--- src/rtl/display_scan_ctrl.sv ---
// display_scan_ctrl: two-digit 7-segment time-multiplexing controller.
// Splits a 4-bit binary value into tens/units, alternates the shared BCD
// digit between the units and tens enables, and debounces a push-button
// that toggles a display-hold (freeze) mode.
// Optional build macro: DISP_BLANKING_EN inserts a blank slot between digits.
module display_scan_ctrl #(
  parameter int REFRESH_DIV  = 50000,
  parameter int DEBOUNCE_CYC = 500000,
  parameter int BLANK_CYC    = 500
) (
  input  logic       clk,
  input  logic       rst,
  input  logic [3:0] value,
  input  logic       btn_in,
  output logic [3:0] digit_bcd,
  output logic       pin_uni,
  output logic       pin_dec,
  output logic       hold_led
);

  // Slot counter is shared by digit and blank slots, so size it for the longer.
  localparam int SLOT_MAX = (REFRESH_DIV > BLANK_CYC) ? REFRESH_DIV : BLANK_CYC;
  localparam int CNT_W    = (SLOT_MAX > 2) ? $clog2(SLOT_MAX) : 1;
  localparam int DB_W     = (DEBOUNCE_CYC > 2) ? $clog2(DEBOUNCE_CYC) : 1;

  localparam logic [CNT_W-1:0] REFRESH_LAST = CNT_W'(REFRESH_DIV - 1);
  localparam logic [DB_W-1:0]  DB_LAST      = DB_W'(DEBOUNCE_CYC - 1);
`ifdef DISP_BLANKING_EN
  localparam logic [CNT_W-1:0] BLANK_LAST   = CNT_W'(BLANK_CYC - 1);
`endif

  typedef enum logic [2:0] {
    S_IDLE   = 3'd0,
    S_UNI    = 3'd1,
    S_DEC    = 3'd2
`ifdef DISP_BLANKING_EN
    ,
    S_BLK_UD = 3'd3,
    S_BLK_DU = 3'd4
`endif
  } state_t;

  state_t           state_reg;
  state_t           state_next;
  logic [CNT_W-1:0] cnt_reg;
  logic [CNT_W-1:0] cnt_next;
  logic [3:0]       disp_reg;
  logic             hold_reg;
  logic             sync1_reg;
  logic             sync2_reg;
  logic             db_level_reg;
  logic [DB_W-1:0]  db_cnt_reg;

  logic             capture;
  logic             press;
  logic             tens;
  logic [3:0]       units;

  // A new frame is sampled only when entering the units slot and not frozen;
  // hold_reg is the pre-toggle value if a press lands on the same edge.
  assign capture = (state_next == S_UNI) && (state_reg != S_UNI) && !hold_reg;

  // Debounced level is about to rise: the only event that flips hold.
  assign press = sync2_reg && !db_level_reg && (db_cnt_reg == DB_LAST);

  // Value is at most 15, so the tens digit is a single bit.
  assign tens  = (disp_reg >= 4'd10);
  assign units = tens ? (disp_reg - 4'd10) : disp_reg;

  assign hold_led = hold_reg;

  // State register and slot counter.
  always_ff @(posedge clk or posedge rst) begin
    if (rst) begin
      state_reg <= S_IDLE;
      cnt_reg   <= '0;
    end else begin
      state_reg <= state_next;
      cnt_reg   <= cnt_next;
    end
  end

  // Next-state and slot-counter logic.
  always_comb begin
    state_next = state_reg;
    cnt_next   = cnt_reg + 1'b1;
    case (state_reg)
      S_IDLE: begin
        state_next = S_UNI;
        cnt_next   = '0;
      end
      S_UNI: begin
        if (cnt_reg == REFRESH_LAST) begin
`ifdef DISP_BLANKING_EN
          state_next = S_BLK_UD;
`else
          state_next = S_DEC;
`endif
          cnt_next   = '0;
        end
      end
      S_DEC: begin
        if (cnt_reg == REFRESH_LAST) begin
`ifdef DISP_BLANKING_EN
          state_next = S_BLK_DU;
`else
          state_next = S_UNI;
`endif
          cnt_next   = '0;
        end
      end
`ifdef DISP_BLANKING_EN
      S_BLK_UD: begin
        if (cnt_reg == BLANK_LAST) begin
          state_next = S_DEC;
          cnt_next   = '0;
        end
      end
      S_BLK_DU: begin
        if (cnt_reg == BLANK_LAST) begin
          state_next = S_UNI;
          cnt_next   = '0;
        end
      end
`endif
      default: begin
        state_next = S_IDLE;
        cnt_next   = '0;
      end
    endcase
  end

  // Output decode from registered state; blank slots keep showing the digit
  // of the slot just left, which disp_reg still holds unchanged.
  always_comb begin
    digit_bcd = 4'd0;
    pin_uni   = 1'b0;
    pin_dec   = 1'b0;
    case (state_reg)
      S_UNI: begin
        digit_bcd = units;
        pin_uni   = 1'b1;
      end
      S_DEC: begin
        digit_bcd = {3'b000, tens};
        pin_dec   = tens;
      end
`ifdef DISP_BLANKING_EN
      S_BLK_UD: digit_bcd = units;
      S_BLK_DU: digit_bcd = {3'b000, tens};
`endif
      default: digit_bcd = 4'd0;
    endcase
  end

  // Frame capture register.
  always_ff @(posedge clk or posedge rst) begin
    if (rst) begin
      disp_reg <= 4'd0;
    end else if (capture) begin
      disp_reg <= value;
    end
  end

  // Button synchronizer and debouncer.
  always_ff @(posedge clk or posedge rst) begin
    if (rst) begin
      sync1_reg    <= 1'b0;
      sync2_reg    <= 1'b0;
      db_level_reg <= 1'b0;
      db_cnt_reg   <= '0;
    end else begin
      sync1_reg <= btn_in;
      sync2_reg <= sync1_reg;
      if (sync2_reg == db_level_reg) begin
        db_cnt_reg <= '0;
      end else if (db_cnt_reg == DB_LAST) begin
        db_level_reg <= sync2_reg;
        db_cnt_reg   <= '0;
      end else begin
        db_cnt_reg <= db_cnt_reg + 1'b1;
      end
    end
  end

  // Hold toggles on each accepted press; releases are ignored.
  always_ff @(posedge clk or posedge rst) begin
    if (rst) begin
      hold_reg <= 1'b0;
    end else if (press) begin
      hold_reg <= ~hold_reg;
    end
  end

endmodule

--- config.mk ---
export PLATFORM = sky130hd
export DESIGN_NAME = display_scan_ctrl
export DESIGN_NICKNAME = d
export VERILOG_FILES = /design/src/rtl/display_scan_ctrl.sv
export SDC_FILE = /design/constraint.sdc
export NUM_CORES = 1
export LEC_CHECK = 0
export ABC_AREA = 0
export ABC_CLOCK_PERIOD_IN_PS = 1750
export CAP_MARGIN = 15
export CORE_MARGIN = 5
export CORE_UTILIZATION = 45
export CTS_CLUSTER_DIAMETER = 120
export DETAILED_ROUTE_END_ITERATION = 12
export PLACE_DENSITY = 0.66
export SYNTH_ARGS = -nofsm -noshare
export SYNTH_HDL_FRONTEND = slang
export SYNTH_SLANG_ARGS = --single-unit
export TNS_END_PERCENT = 1
--- constraint.sdc ---
create_clock -name clk -period 1.75 [get_ports clk]
set_input_delay 0.35 -clock clk [delete_from_list [all_inputs] [get_ports clk]]
set_output_delay 0.35 -clock clk [all_outputs]
set_load 0.01 [all_outputs]
==> out/results.tsv <==
stage	metric	value	unit
layout	nFillCells	462	
sta	finalSetupTns	-0.205	ns
drt	wl_met1	2060	um
worst_setup_path	path_max_fanout	4	
power_and_ir_drop	seq_power_share	0.567	
worst_setup_path	r2r_slack	-0.05	ns
worst_setup_path	cp-end-kind	flop	
hold_path	min_to	sync2_reg$_DFF_PP0_	
power_and_ir_drop	combPwrFrac	0.093	
worst_setup_path	critPathKind	reg -> reg	
worst_setup_path	cp.required	1.93	ns
placement	dpl_worst_slack	-0.235	ns
sta	setup_slack	-0.0503	ns
power_and_ir_drop	power	1.96	mW
sta	rsz0062_at_grt	true	
layout	final_common_cell	dfrtp_1	
layout	largest_register_ffs	19	
power_and_ir_drop	p_switching	0.460	mW
placement	dp_hpwl	3120	um
placement	gp_congestion	0.840	
floorplanning	dieArea	6590	um2
layout	synthToLayoutAreaGrowth	26.0	%
floorplanning	die_x	81.2	um
global_route	grt_antenna_before_repair	0	
sta	slew_viol_final	0	
drt	dr_wl_met2	2070	um
power_and_ir_drop	power_density	681	nW/um2
layout	mostFrequentLayoutCells	44 x dfrtp_1, 31 x nor2_1, 29 x buf_4	
sta	max_freq	0.555	GHz
yosys	ys_ff_latch	46	
cts	cts.sinks	46	
floorplanning	core	5010	um2
yosys	synth_cells	226	
layout	drive_gt1_frac	0.278	
yosys	yosysSeqAreaShare	0.505	
drt	wl	4290	um
sta	period_needed	1.80	ns
global_route	grt_max_degree	47	
worst_setup_path	worstPathArrival	1.98	ns
global_route	grt_pass1_vias	1682	
worst_setup_path	r2r_start	cnt_reg[7]$_DFF_PP0_	
drt	wl_met3	89	um
global_route	overflow	0	
hold_path	hp-class	reg -> reg	
power_and_ir_drop	cell_internal_pwr	1.50	mW
cts	cts_tree	done	
layout	final_cell_area	2870	um2
cts	clockBufferDepth	2	
layout	antenna_cells	0	
drt	dr.first_iter.drc_count	54	
worst_setup_path	r2r_end	disp_reg[3]$_DFFE_PP0P_	
floorplanning	initial_core_util	0.455	
sta	finalCritPeriodShare	1.03	
global_route	grt_pass1_wl	7650	um
layout	utilization	0.573	
worst_setup_path	start_kind	flop	
power_and_ir_drop	pwr-share-clk	0.339	
global_route	grt_util_all_layers	0.150	
sta	finalSetupViolCount	5	
cts	cts.htree.levels	2	
drt	avgRoutedWirePerCell	12.5	um
yosys	synth.distinct_cells	37	
cts	clk_pin_slew_worst_paths	0.08	ns
cts	clkLatencyLatePin	0.30	ns
sta	hold_violations	0	
yosys	synth_top_area_share	0.505	
placement	dp_cells	335	
drt	drt.antenna.violating_nets	0	
yosys	yosys_warnings	0	
sta	skew	0.0105	ns
drt	top_layer	met4	
drt	drtPass1Iterations	4	
outcome	status	finished, violations left	
outcome	violations	negative setup slack	
drt	routed_via_density	5.07	
yosys	synth.area.top_cells	dfrtp_1 50%, xor2_1 5.4%, nor2_1 5.1%	
yosys	syn-num-nets	237	
yosys	avgSynthCellArea	10.1	um2
floorplanning	dieHeight	81.2	um
layout	layoutNonFillerInstCount	343	
drt	drc_errors	0	
placement	placed_cell_area	2760	um2
cts	cts_setup_buffers	0	
layout	fin_nets	283	
power_and_ir_drop	swShare	0.235	
power_and_ir_drop	peakVddDrop	0.000533	V
sta	holdWs	0.359	ns
run	drv_cap	0	
worst_setup_path	reg2reg_depth	4	
yosys	synth_area_leader_cell	dfrtp_1	
hold_path	hold_depth	0	
floorplanning	ioPinCount	14	
cts	holdBufCountCts	0	
floorplanning	row_count	26	
cts	cts_root_buf	clkbuf_8	
placement	io_buffers	13	
cts	cts_buffers	5	
hold_path	min_from	sync1_reg$_DFF_PP0_	
drt	via_count	1739	
power_and_ir_drop	power_leakage	1.24	nW
yosys	syn_area	2280	um2
## per-layer routing
metal | vias up | track usage
met2 | 12 | 0.247
met3 | 8 | 0.0366
met1 | 840 | 0.192
met4 | 0 | 0.0507
li1 | 879 | -
met5 | - | 0
## power by group through the flow
stage               Sequential [mW]  Combinational (mW)  Clock (mW)
floorplan                      1.13              0.0854           0
CTS                            1.11               0.183       0.690
global route                   1.11               0.205       0.739
global placement               1.13               0.177           0
finish                         1.11               0.182       0.664
detailed placement             1.13               0.180           0
## cell families after synthesis
logic type,Yosys count,synth area share
AND/OR/NAND/NOR,107,0.257
flip-flops,46,0.505
XOR/XNOR,25,0.0960
AO/OA/AOI/OAI,22,0.0593
buffers and inverters,14,0.0247
multiplexers,7,0.0346
adder cells (fa/ha/maj),4,0.0220
other,1,0.00164
## cell usage after synthesis, drive strengths merged
library cell and n:
nor2 31, a21oi 10, ha 4, conb 1, dfrtp 46, o21ai 5
and4 3, mux2 7, or2 3, a21o 1, nand2 11, a2111o 1
o31ai 3, and3 4, or4 3, and4bb 2, and2 2, o21bai 1
xnor2 11, nand4 8, inv 8, nor4b 3, or3 5, nand3 17
nor4 5, nor3b 1, xor2 14, buf 2, clkbuf 4, a211oi 1
nor3 6, nand2b 3
## cell type report
cell class / count / area, um2 / share of cell area
clock buffer: 6 / 82.6 / 0.0288
clock inverter: 2 / 12.5 / 0.00436
sequential: 46 / 1150 / 0.402
tap: 70 / 87.6 / 0.0305
timing repair buffer: 45 / 369 / 0.129
multi-input combinational: 166 / 1140 / 0.396
inverter: 8 / 30.0 / 0.0105
## timing repair
item | 4_1_cts | 5_1_grt
gates cloned | 0 | 0
endpoints found under the setup margin | 10 | 13
resized for setup | 29 | 8
pin swaps | 1 | 1
## critical path, cell delays in order, from the launching register on
cell      delay [ns]
dfrtp_1         0.41
nor4b_4         0.36
nand4_4         0.14
a2111o_1        0.48
mux2_2          0.31
## how the worst max path moves through the flow
stage	from	end	slack, ns	depth (start not counted)
after floorplan	cnt_reg[0]$_DFF_PP0_	disp_reg[0]$_DFFE_PP0P_	-0.02	6
after global placement	state_reg[1]$_DFF_PP0_	digit_bcd[2]	-0.18	4
after detailed placement	state_reg[1]$_DFF_PP0_	digit_bcd[2]	-0.23	4
after CTS	cnt_reg[7]$_DFF_PP0_	disp_reg[3]$_DFFE_PP0P_	-0.07	4
after global routing	cnt_reg[7]$_DFF_PP0_	disp_reg[3]$_DFFE_PP0P_	-0.12	4
final	cnt_reg[7]$_DFF_PP0_	disp_reg[3]$_DFFE_PP0P_	-0.05	4
Power figures use the tool's default switching activity.
